===== config.mk =====
export PLATFORM = sky130hd
export DESIGN_NAME = roach_clk_rst_sequencer_flat
export DESIGN_NICKNAME = d
export VERILOG_FILES = /design/src/rtl/roach_clk_rst_sequencer_if.sv /design/src/rtl/roach_clk_rst_sequencer.sv /design/src/flat_wrapper.sv
export SDC_FILE = /design/constraint.sdc
export NUM_CORES = 1
export LEC_CHECK = 0
export BUFFER_PORTS_ARGS = -buffer_cell sky130_fd_sc_hd__buf_2
export CORE_MARGIN = 5
export CORE_UTILIZATION = 60
export CTS_BUF_LIST = sky130_fd_sc_hd__clkbuf_8
export DETAILED_ROUTE_END_ITERATION = 12
export GPL_ROUTABILITY_DRIVEN = 0
export PLACE_DENSITY = 0.89
export SLEW_MARGIN = 25
export SYNTH_ARGS = -nofsm -noshare
export SYNTH_HDL_FRONTEND = slang
export SYNTH_SLANG_ARGS = --single-unit

===== constraint.sdc =====
create_clock -name clk -period 5.1 [get_ports clk]
set_clock_uncertainty 0.15 [all_clocks]
set_input_delay 1.02 -clock clk [delete_from_list [all_inputs] [get_ports clk]]
set_output_delay 1.02 -clock clk [all_outputs]
set_load 0.005 [all_outputs]

===== src/rtl/roach_clk_rst_sequencer_if.sv =====
// ----------------------------------------------------------------------------
// roach_clk_rst_sequencer_if
// Bundles the status inputs and reset/status outputs of the infrastructure
// clock/reset sequencer.
//   master : the sequencer itself (samples locks/RDY/restart, drives resets)
//   slave  : the clocking infrastructure and system side
// Signals:
//   mmcm_locked     N_MMCM  MMCM LOCKED outputs, asynchronous to clk
//   idelay_rdy      1       IDELAYCTRL RDY, asynchronous to clk
//   restart         1       soft restart pulse, synchronous to clk
//   mmcm_rst        N_MMCM  MMCM RST pins
//   idelay_rst      1       IDELAYCTRL RST
//   op_power_on_rst 1       design-wide reset, active-high
//   sys_ready       1       system running and not faulted
//   fault           1       retries exhausted
//   lock_loss_cnt   8       saturating count of lock drops seen in RUN
//   state           3       current FSM state (debug)
// ----------------------------------------------------------------------------
interface roach_clk_rst_sequencer_if #(
    parameter int N_MMCM = 2
);
    logic [N_MMCM-1:0] mmcm_locked;
    logic              idelay_rdy;
    logic              restart;
    logic [N_MMCM-1:0] mmcm_rst;
    logic              idelay_rst;
    logic              op_power_on_rst;
    logic              sys_ready;
    logic              fault;
    logic [7:0]        lock_loss_cnt;
    logic [2:0]        state;

    modport master (
        input  mmcm_locked, idelay_rdy, restart,
        output mmcm_rst, idelay_rst, op_power_on_rst, sys_ready, fault,
               lock_loss_cnt, state
    );

    modport slave (
        output mmcm_locked, idelay_rdy, restart,
        input  mmcm_rst, idelay_rst, op_power_on_rst, sys_ready, fault,
               lock_loss_cnt, state
    );
endinterface


===== src/rtl/roach_clk_rst_sequencer.sv =====
// ----------------------------------------------------------------------------
// roach_clk_rst_sequencer
// Power-up and recovery sequencer for the infrastructure clocking. Pulses the
// MMCM resets, waits for all locks to be stable, pulses the IDELAYCTRL reset,
// waits for RDY and only then releases op_power_on_rst. Lock loss re-sequences;
// repeated timeouts park the block in FAULT until restart or rst.
// Ports:
//   clk  free-running reference clock
//   rst  asynchronous active-high reset
//   bus  roach_clk_rst_sequencer_if.master (locks, RDY, restart in; resets,
//        status and debug state out)
// ----------------------------------------------------------------------------
module roach_clk_rst_sequencer #(
    parameter int N_MMCM            = 2,
    parameter int MMCM_RST_CYCLES   = 16,
    parameter int STABLE_CYCLES     = 256,
    parameter int IDELAY_RST_CYCLES = 16,
    parameter int TIMEOUT_CYCLES    = 65535,
    parameter int MAX_RETRIES       = 4
) (
    input  logic                            clk,
    input  logic                            rst,
    roach_clk_rst_sequencer_if.master       bus
);

    localparam int MAX_RST   = (MMCM_RST_CYCLES > IDELAY_RST_CYCLES) ? MMCM_RST_CYCLES : IDELAY_RST_CYCLES;
    localparam int MAX_WAIT  = (STABLE_CYCLES > TIMEOUT_CYCLES) ? STABLE_CYCLES : TIMEOUT_CYCLES;
    localparam int MAX_CYC   = (MAX_RST > MAX_WAIT) ? MAX_RST : MAX_WAIT;
    localparam int CNT_W     = $clog2(MAX_CYC) + 1;

    // Terminal counts: the counter starts at 0 on entry, so a state lasting
    // N cycles leaves on the edge where the counter holds N-1.
    localparam logic [CNT_W-1:0] MRST_LAST = CNT_W'(MMCM_RST_CYCLES - 1);
    localparam logic [CNT_W-1:0] STAB_LAST = CNT_W'(STABLE_CYCLES - 1);
    localparam logic [CNT_W-1:0] IRST_LAST = CNT_W'(IDELAY_RST_CYCLES - 1);
    localparam logic [CNT_W-1:0] TO_LAST   = CNT_W'(TIMEOUT_CYCLES - 1);
    localparam logic [3:0]       RETRY_MAX = 4'(MAX_RETRIES);

    typedef enum logic [2:0] {
        ST_MRST  = 3'd0,
        ST_WLOCK = 3'd1,
        ST_STAB  = 3'd2,
        ST_IRST  = 3'd3,
        ST_WRDY  = 3'd4,
        ST_RUN   = 3'd5,
        ST_FAULT = 3'd6
    } state_t;

    state_t            state_reg, state_next;
    logic [CNT_W-1:0]  cnt_reg, cnt_next;
    logic [3:0]        retry_reg, retry_next;
    logic [7:0]        loss_reg, loss_next;

    logic [N_MMCM-1:0] locked_meta_reg, locked_sync_reg;
    logic              rdy_meta_reg, rdy_sync_reg;
    logic              lock_all;

    logic [N_MMCM-1:0] mmcm_rst_reg;
    logic              idelay_rst_reg, por_reg, sys_ready_reg, fault_reg;

    // Two-flop synchronisers, one per LOCKED bit and one for RDY.
    generate
        for (genvar gi = 0; gi < N_MMCM; gi++) begin : g_lock_sync
            always_ff @(posedge clk or posedge rst) begin
                if (rst) begin
                    locked_meta_reg[gi] <= 1'b0;
                    locked_sync_reg[gi] <= 1'b0;
                end else begin
                    locked_meta_reg[gi] <= bus.mmcm_locked[gi];
                    locked_sync_reg[gi] <= locked_meta_reg[gi];
                end
            end
        end
    endgenerate

    always_ff @(posedge clk or posedge rst) begin
        if (rst) begin
            rdy_meta_reg <= 1'b0;
            rdy_sync_reg <= 1'b0;
        end else begin
            rdy_meta_reg <= bus.idelay_rdy;
            rdy_sync_reg <= rdy_meta_reg;
        end
    end

    assign lock_all = &locked_sync_reg;

    always_comb begin
        logic       do_retry;
        logic [3:0] retry_inc;
        state_next = state_reg;
        retry_next = retry_reg;
        loss_next  = loss_reg;
        do_retry   = 1'b0;
        retry_inc  = retry_reg + 4'd1;

        if (bus.restart) begin
            state_next = ST_MRST;
            retry_next = 4'd0;
        end else begin
            case (state_reg)
                ST_MRST:  if (cnt_reg == MRST_LAST) state_next = ST_WLOCK;
                // Lock is checked first so a lock arriving on the timeout
                // cycle is not charged as a retry.
                ST_WLOCK: if (lock_all)                  state_next = ST_STAB;
                          else if (cnt_reg == TO_LAST)   do_retry   = 1'b1;
                ST_STAB:  if (!lock_all)                 state_next = ST_WLOCK;
                          else if (cnt_reg == STAB_LAST) state_next = ST_IRST;
                ST_IRST:  if (!lock_all)                 state_next = ST_WLOCK;
                          else if (cnt_reg == IRST_LAST) state_next = ST_WRDY;
                ST_WRDY:  if (!lock_all)                 state_next = ST_WLOCK;
                          else if (rdy_sync_reg)         state_next = ST_RUN;
                          else if (cnt_reg == TO_LAST)   do_retry   = 1'b1;
                // Lock loss outranks RDY loss and is the only event counted.
                ST_RUN: begin
                    if (!lock_all) begin
                        state_next = ST_MRST;
                        if (loss_reg != 8'hff) loss_next = loss_reg + 8'd1;
                    end else if (!rdy_sync_reg) begin
                        state_next = ST_IRST;
                    end
                end
                ST_FAULT: state_next = ST_FAULT;
                default:  state_next = ST_MRST;
            endcase

            if (do_retry) begin
                retry_next = retry_inc;
                state_next = (retry_inc == RETRY_MAX) ? ST_FAULT : ST_MRST;
            end
            if (state_next == ST_RUN && state_reg != ST_RUN) retry_next = 4'd0;
        end

        // Restart into MRST from MRST is still a fresh entry.
        cnt_next = (state_next != state_reg || bus.restart) ? '0 : cnt_reg + 1'b1;
    end

    always_ff @(posedge clk or posedge rst) begin
        if (rst) begin
            state_reg      <= ST_MRST;
            cnt_reg        <= '0;
            retry_reg      <= 4'd0;
            loss_reg       <= 8'd0;
            mmcm_rst_reg   <= '1;
            idelay_rst_reg <= 1'b1;
            por_reg        <= 1'b1;
            sys_ready_reg  <= 1'b0;
            fault_reg      <= 1'b0;
        end else begin
            state_reg      <= state_next;
            cnt_reg        <= cnt_next;
            retry_reg      <= retry_next;
            loss_reg       <= loss_next;
            // Outputs decode the next state so they move with the state register.
            mmcm_rst_reg   <= {N_MMCM{state_next == ST_MRST || state_next == ST_FAULT}};
            idelay_rst_reg <= (state_next == ST_MRST)  || (state_next == ST_WLOCK) ||
                              (state_next == ST_STAB)  || (state_next == ST_IRST)  ||
                              (state_next == ST_FAULT);
            por_reg        <= (state_next != ST_RUN);
            sys_ready_reg  <= (state_next == ST_RUN);
            fault_reg      <= (state_next == ST_FAULT);
        end
    end

    assign bus.mmcm_rst        = mmcm_rst_reg;
    assign bus.idelay_rst      = idelay_rst_reg;
    assign bus.op_power_on_rst = por_reg;
    assign bus.sys_ready       = sys_ready_reg;
    assign bus.fault           = fault_reg;
    assign bus.lock_loss_cnt   = loss_reg;
    assign bus.state           = state_reg;

endmodule


===== src/flat_wrapper.sv =====
// flat-port wrapper written by rule: the top's interface ports become plain ports
module roach_clk_rst_sequencer_flat 
#(
    parameter int N_MMCM            = 2,
    parameter int MMCM_RST_CYCLES   = 16,
    parameter int STABLE_CYCLES     = 256,
    parameter int IDELAY_RST_CYCLES = 16,
    parameter int TIMEOUT_CYCLES    = 65535,
    parameter int MAX_RETRIES       = 4
)
  (clk, rst, bus_mmcm_locked, bus_idelay_rdy, bus_restart, bus_mmcm_rst, bus_idelay_rst, bus_op_power_on_rst, bus_sys_ready, bus_fault, bus_lock_loss_cnt, bus_state);
  roach_clk_rst_sequencer_if #(.N_MMCM(N_MMCM)) bus_i ();
  input  logic clk;
  input  logic rst;
  input wire logic [$bits(bus_i.mmcm_locked)-1:0] bus_mmcm_locked;
  input wire logic [$bits(bus_i.idelay_rdy)-1:0] bus_idelay_rdy;
  input wire logic [$bits(bus_i.restart)-1:0] bus_restart;
  output wire logic [$bits(bus_i.mmcm_rst)-1:0] bus_mmcm_rst;
  output wire logic [$bits(bus_i.idelay_rst)-1:0] bus_idelay_rst;
  output wire logic [$bits(bus_i.op_power_on_rst)-1:0] bus_op_power_on_rst;
  output wire logic [$bits(bus_i.sys_ready)-1:0] bus_sys_ready;
  output wire logic [$bits(bus_i.fault)-1:0] bus_fault;
  output wire logic [$bits(bus_i.lock_loss_cnt)-1:0] bus_lock_loss_cnt;
  output wire logic [$bits(bus_i.state)-1:0] bus_state;
  assign bus_i.mmcm_locked = bus_mmcm_locked;
  assign bus_i.idelay_rdy = bus_idelay_rdy;
  assign bus_i.restart = bus_restart;
  assign bus_mmcm_rst = bus_i.mmcm_rst;
  assign bus_idelay_rst = bus_i.idelay_rst;
  assign bus_op_power_on_rst = bus_i.op_power_on_rst;
  assign bus_sys_ready = bus_i.sys_ready;
  assign bus_fault = bus_i.fault;
  assign bus_lock_loss_cnt = bus_i.lock_loss_cnt;
  assign bus_state = bus_i.state;
  roach_clk_rst_sequencer #(.N_MMCM(N_MMCM), .MMCM_RST_CYCLES(MMCM_RST_CYCLES), .STABLE_CYCLES(STABLE_CYCLES), .IDELAY_RST_CYCLES(IDELAY_RST_CYCLES), .TIMEOUT_CYCLES(TIMEOUT_CYCLES), .MAX_RETRIES(MAX_RETRIES)) u_core (.clk(clk), .rst(rst), .bus(bus_i));
endmodule

# ---- Yosys cells after proc, flatten, opt, wreduce, memory -nomap -nowiden
# Index checks and enable logic that the tools add are counted.
dict set report op_classes {
  n_reduce_logical 12
  addsub 3
  n_eq_ne 20
  mux 25
  bitwise_logic 2
}
# operator count
set ops {}
lappend ops {{3-bit 2-to-1 mux} 14}
lappend ops {{3-bit one-hot mux with 7 select lines} 1}
lappend ops {{3-bit == test (second input constant)} 6}
lappend ops {{17-bit by 1-bit adder with 17-bit output (second input constant)} 1}
lappend ops {{17-bit by 16-bit == test with 1-bit output (second input constant)} 1}
lappend ops {{17-bit by 4-bit == test with 1-bit output (second input constant)} 1}
lappend ops {{17-bit by 8-bit == test with 1-bit output (second input constant)} 1}
lappend ops {{17-bit 2-to-1 mux} 1}
lappend ops {{3-bit by 2-bit == test with 1-bit output (second input constant)} 4}
lappend ops {{4-bit 2-to-1 mux} 3}
lappend ops {{8-bit by 1-bit adder with 8-bit output (second input constant)} 1}
lappend ops {{8-bit != test (second input constant)} 1}
lappend ops {{3-bit by 1-bit == test with 1-bit output (second input constant)} 2}
lappend ops {{3-bit logical NOT} 2}
lappend ops {{1-bit logical OR} 6}
lappend ops {{3-bit != test (second input constant)} 2}
lappend ops {{1-bit 2-to-1 mux} 5}
lappend ops {{4-bit by 1-bit adder with 4-bit output (second input constant)} 1}
lappend ops {{4-bit by 3-bit == test with 1-bit output (second input constant)} 1}
lappend ops {{4-bit AND reduction} 1}
lappend ops {{3-bit != test} 1}
lappend ops {{3-bit nonzero test} 1}
lappend ops {{1-bit NOT} 2}
lappend ops {{1-bit one-hot mux with 2 select lines} 1}
lappend ops {{other kinds (2)} 2}
dict set report totals {
  output_inout_bits 17
  word_cells 77
  reg_bits 43
}

# ---- Logic depth before layout (Yosys ltp)
dict set report logic_depth {
  depth_word 14
  ltp_mapped 10
}

# ---- Worst setup path after synthesis
# Ideal clock, no wire load.
dict set report synth_path {
  path_kind {reg-to-reg}
  start {reg u_core.cnt_reg[0]}
  end {reg u_core.cnt_reg[10]}
  path_stages_with_launch 10
  arrival_ns 2.275
  setup_ns 0.143
  required_time_ns 4.807
  slack_ns 2.531
  path_buffers 1
  period_less_slack_ns 2.569
  cell_sequence {dfrtp_1 inv_1 ha_1 or3b_2 nor3_1 and3_1 a211oi_1 a31oi_1 buf_2 nor4_2}
}
dict set report synth_via {
  elab_chain_cells 12
  elab_cells_between_ends 22
  classes_between {1 x add/sub; 4 x eq/ne; 16 x mux; 1 x reduce/logical}
}
# item line_no
set synth_lines {}
lappend synth_lines {{from (decl)} roach_clk_rst_sequencer.sv:50} ;# logic [CNT_W-1:0] cnt_reg, cnt_next;
lappend synth_lines {{from (signal assigned)} roach_clk_rst_sequencer.sv:151} ;# cnt_reg <= cnt_next;
lappend synth_lines {{17-bit by 16-bit == test with 1-bit output} {roach_clk_rst_sequencer.sv:106, roach_clk_rst_sequencer.sv:113}}
lappend synth_lines {{1-bit 2-to-1 mux} {roach_clk_rst_sequencer.sv:106, roach_clk_rst_sequencer.sv:113}}
lappend synth_lines {{1-bit 2-to-1 mux} roach_clk_rst_sequencer.sv:112} ;# else if (rdy_sync_reg) state_next = ST_RUN;
lappend synth_lines {{1-bit 2-to-1 mux} roach_clk_rst_sequencer.sv:111} ;# ST_WRDY: if (!lock_all) state_next = ST_WLOCK;
lappend synth_lines {{1-bit one-hot mux with 2 select lines} roach_clk_rst_sequencer.sv:101} ;# case (state_reg)
lappend synth_lines {{1-bit 2-to-1 mux} roach_clk_rst_sequencer.sv:97} ;# if (bus.restart) begin
lappend synth_lines {{3-bit 2-to-1 mux} roach_clk_rst_sequencer.sv:127} ;# if (do_retry) begin
lappend synth_lines {{3-bit 2-to-1 mux (2 in series)} roach_clk_rst_sequencer.sv:97}
lappend synth_lines {{3-bit != test} roach_clk_rst_sequencer.sv:135} ;# cnt_next = (state_next != state_reg || bus.restart) ? '0 : cnt_reg + 1'b1;
lappend synth_lines {{1-bit logical OR} roach_clk_rst_sequencer.sv:135}
lappend synth_lines {{17-bit 2-to-1 mux *} roach_clk_rst_sequencer.sv:135}
lappend synth_lines {{via u_core.cnt_next[10]} roach_clk_rst_sequencer.sv:50}
# The timed path passes the listed nets; every way through them passes the cells marked *. The select of a mux whose other input is x is not followed.
# A chain may end at the register's enable or synchronous reset.

# ---- Worst setup path in the final report
dict set report layout_path {
  start {reg u_core.state_reg[0], in the netlist u_core.bus.state[0]}
  end {reg u_core.cnt_reg[6]}
}
dict set report layout_via {
  elab_chain_cells 9
  elab_cells_between_ends 26
  classes_between {7 x eq/ne; 17 x mux; 2 x reduce/logical}
}
# item line_no
set layout_lines {}
lappend layout_lines {{from (decl)} roach_clk_rst_sequencer.sv:49} ;# state_t state_reg, state_next;
lappend layout_lines {{from (signal assigned)} roach_clk_rst_sequencer.sv:150} ;# state_reg <= state_next;
lappend layout_lines {{3-bit == test, or another cell as far along} roach_clk_rst_sequencer.sv:101}
lappend layout_lines {{1-bit one-hot mux with 2 select lines, or another cell as far along} roach_clk_rst_sequencer.sv:101}
lappend layout_lines {{1-bit 2-to-1 mux or 3-bit one-hot mux with 7 select lines (tied branches)} {roach_clk_rst_sequencer.sv:97, roach_clk_rst_sequencer.sv:101}}
lappend layout_lines {{3-bit 2-to-1 mux} roach_clk_rst_sequencer.sv:127}
lappend layout_lines {{3-bit 2-to-1 mux (2 in series)} roach_clk_rst_sequencer.sv:97}
lappend layout_lines {{3-bit != test *} roach_clk_rst_sequencer.sv:135}
lappend layout_lines {{1-bit logical OR *} roach_clk_rst_sequencer.sv:135}
lappend layout_lines {{17-bit 2-to-1 mux *} roach_clk_rst_sequencer.sv:135}
lappend layout_lines {{via u_core.cnt_next[6]} roach_clk_rst_sequencer.sv:50}
# Marks and branches as above.

==> results.yml <==
floorplan:
  ioPinCount: 23
  placementRows: 22
  core_region_area_um2: 3690
  horiz_die_dim_um: 72.0
  die_area_um2: 5190
  die_h_um: 72.0
  initial_utilization: 0.626
routing:
  routed_wire_length_per_instance_um: 16.2
  drt-pass1-iter-count: 4
  wl_um: 4660
  drc: 0
  first_iter_violations: 191
  postRouteAntennaNets: 0
  avgViaCountPerCell: 6.05
  routed-via-count: 1735
timing:
  grt_setup_unrepaired: "no"
  post_route_setup_slack_ns: 1.92
  max_slew_margin: 0.332
  setup_viol: 0
  timing.final.max_slew_violations: 0
  tightest_slew_ns: 0.977
  max_freq_mhz: 314
  fin_hold_ws_ns: 0.201
  finalCriticalPeriod_ns: 3.18
  hold_viol_final: 0
  setup-tns-final_ns: 0
  share_of_the_clock_period_used_by_the_worst_path: 0.624
synthesis:
  seq_area_frac_synth: 0.468
  ys_top_cells_by_area: "sky130_fd_sc_hd__dfrtp_1, sky130_fd_sc_hd__nor4_2, sky130_fd_sc_hd__xnor2_1"
  ys_types: 48
  syn-instance-count: 216
  dominantRegCellSynth: "sky130_fd_sc_hd__dfrtp_1"
  post-synth-top-area-cell: "sky130_fd_sc_hd__dfrtp_1"
  ys_seq_elements: 43
  synth_enable_flop_cells: 0
  async_flop_share: 1.00
  synthesized_area_divided_by_synthesized_cell_count_um2: 10.7
  postSynthNetCount: 226
  post_synth_instance_area_um2: 2310
  synth.yosys.warnings: 0
  synth_top_area_share: 0.434
clocking:
  cts.sink_count: 43
  cts.reportedPaths.clkPinSlew_ns: 0.08
  cts_tree: "yes"
  cts_post_setup_buffers_inserted: 0
  htree_levels: 2
  cts_root_buf: "sky130_fd_sc_hd__clkbuf_8"
  cts_buffers: 5
  cts_hold_buf: 0
  clk_latency_ns: 0.29
  ctsLongestPathBuffers: 2
  postCtsResizedCells: 0
critical_path:
  cp_num_buf_inv: 1
  critical_path.startpoint: "u_core.bus.state[0]"
  r2r-start: "u_core.bus.state[0]"
  critical_path.slowest_cell: "sky130_fd_sc_hd__a2111oi_0"
  cpPeakStageDelay_ns: 0.80
  critical_path.max_fanout: 17
  crit_arrival_ns: 3.20
  element_type_at_the_critical_path_start: "register"
  crit_chain: "inv_1 > a2111oi_0 > nor4b_1 > a2111o_1 > nor4_1"
  worst_setup_path_end_kind: "register"
  worst_path_dominant_cell_family: "compound AO/OA/AOI/OAI gates"
  worst-endpoint-required_ns: 5.12
  worst-setup-path-type: "reg -> reg"
placed_design:
  post-place-ws_ns: 2.08
  place.port_buffers: 22
  dp.final_hpwl_um: 3200
grt:
  grt.total_usage: 0.192
  grt_util_met3: 0.0471
  gr-usage-met1: 0.259
  grt_max_degree: 44
  gr-usage-met2: 0.310
  grt-busiest-layer: "met2"
  global_route.overflow_total: 0
  grt_first_pass_wirelength_um: 7890
  grt_antenna_before_repair: 0
  grt_pass1_vias: 1629
run:
  drv_cap: 0
finish:
  finish.net_count: 248
  most_common_cell_after_layout_fill_and_taps_aside: "sky130_fd_sc_hd__dfrtp_1"
  final_layout_size_suffix_gt1_frac: 0.230
  largest_register_ffs: 17
  flow.area_growth_from_synthesis_pct: 10.3
  postLayoutCoreUtil: 0.690
  layout.cells.most_common_list: "sky130_fd_sc_hd__dfrtp_1, sky130_fd_sc_hd__buf_2, sky130_fd_sc_hd__nand2_1"
  diodes: 0
power_and_ir_drop:
  share_comb_of_total_power: 0.041
  power.share.clock: 0.364
  power-per-cell-area_nw_per_um2: 232
  sequentialPowerShare: 0.594
  power.share.switching: 0.219
  total_switching_power_mw: 0.129
  power_report.internal_total_mw: 0.461
  vdd.ir_drop.worst_uv: 240
  power.leakage_nw: 1.13
  post-layout-total-power_mw: 0.590
status:
  run_status: "finished, final reports clean"
hold_path:
  hold_wc_path_type: "reg -> reg"
  hold_path.startpoint: "u_core.locked_meta_reg[0]"
cell families after synthesis:
family          after synthesis  synth area share
simple gates                100             0.275
flops                        43             0.468
compound gates               29             0.101
xor+xnor                     26            0.0987
buf+inv                      12            0.0266
fa+ha+maj                     4            0.0217
mux                           2           0.00922
power groups by stage:
stage / clock [mW] / sequential [mW] / combinational, mW
after floorplan: 0 / 0.356 / 0.0180
after global placement: 0 / 0.357 / 0.0239
after detailed placement: 0 / 0.357 / 0.0246
after CTS: 0.219 / 0.351 / 0.0251
after global routing: 0.232 / 0.352 / 0.0280
final: 0.215 / 0.351 / 0.0244
layout make-up:
class / instances / area, um^2
timing repair buffer: 23 / 118
fill: 278 / 1140
multi-input combinational: 161 / 1180
clock buffer: 6 / 82.6
sequential: 43 / 1080
clock inverter: 2 / 8.76
inverter: 4 / 15.0
tap: 48 / 60.1
worst register-to-register path, delay by kind of cell, from the launching register on:
| family | cells | cell delay (ns) |
|---|---|---|
| simple gates | 2 | 0.61 |
| flops | 1 | 0.56 |
| buf+inv | 1 | 0.19 |
| compound gates | 2 | 1.55 |
synth_stat cells (3+ instances only):
master / number
sky130_fd_sc_hd__nand2_1: 17
sky130_fd_sc_hd__xor2_1: 13
sky130_fd_sc_hd__nor4_1: 9
sky130_fd_sc_hd__inv_1: 4
sky130_fd_sc_hd__nor4_2: 12
sky130_fd_sc_hd__ha_1: 4
sky130_fd_sc_hd__xnor2_1: 13
sky130_fd_sc_hd__nand3_1: 6
sky130_fd_sc_hd__a211oi_1: 8
sky130_fd_sc_hd__nor2_1: 15
sky130_fd_sc_hd__nand4_1: 11
sky130_fd_sc_hd__o21ai_0: 3
sky130_fd_sc_hd__and3_1: 5
sky130_fd_sc_hd__buf_2: 3
sky130_fd_sc_hd__and2_1: 3
sky130_fd_sc_hd__dfstp_2: 3
sky130_fd_sc_hd__a21oi_1: 5
sky130_fd_sc_hd__nor3_1: 7
sky130_fd_sc_hd__dfrtp_1: 40
routing by layer:
layer,part of all wire,wire length [um]
met5,0,0
met4,0.016,76
met3,0.043,198
met2,0.50,2330
met1,0.44,2050
stage by stage:
stage / area, um^2 / cells
after detailed placement: 2440 / 279
after floorplan: 2310 / 216
final: 2540 / 287
after CTS: 2540 / 287
after global placement: 2440 / 279
after global routing: 2540 / 287
final timing paths:
path	end	slack (ns)	depth (start not counted)
worst max-delay path	u_core.cnt_reg[6]	1.92	5
worst min-delay path	u_core.locked_sync_reg[0]	0.20	0
worst max register to register	u_core.cnt_reg[6]	1.92	5
worst min register to register	u_core.locked_sync_reg[0]	0.20	0
max in group asynchronous	u_core.bus.op_power_on_rst	3.74	3
min in group asynchronous	u_core.locked_sync_reg[0]	0.69	3
(Power assumes the default switching activity.)
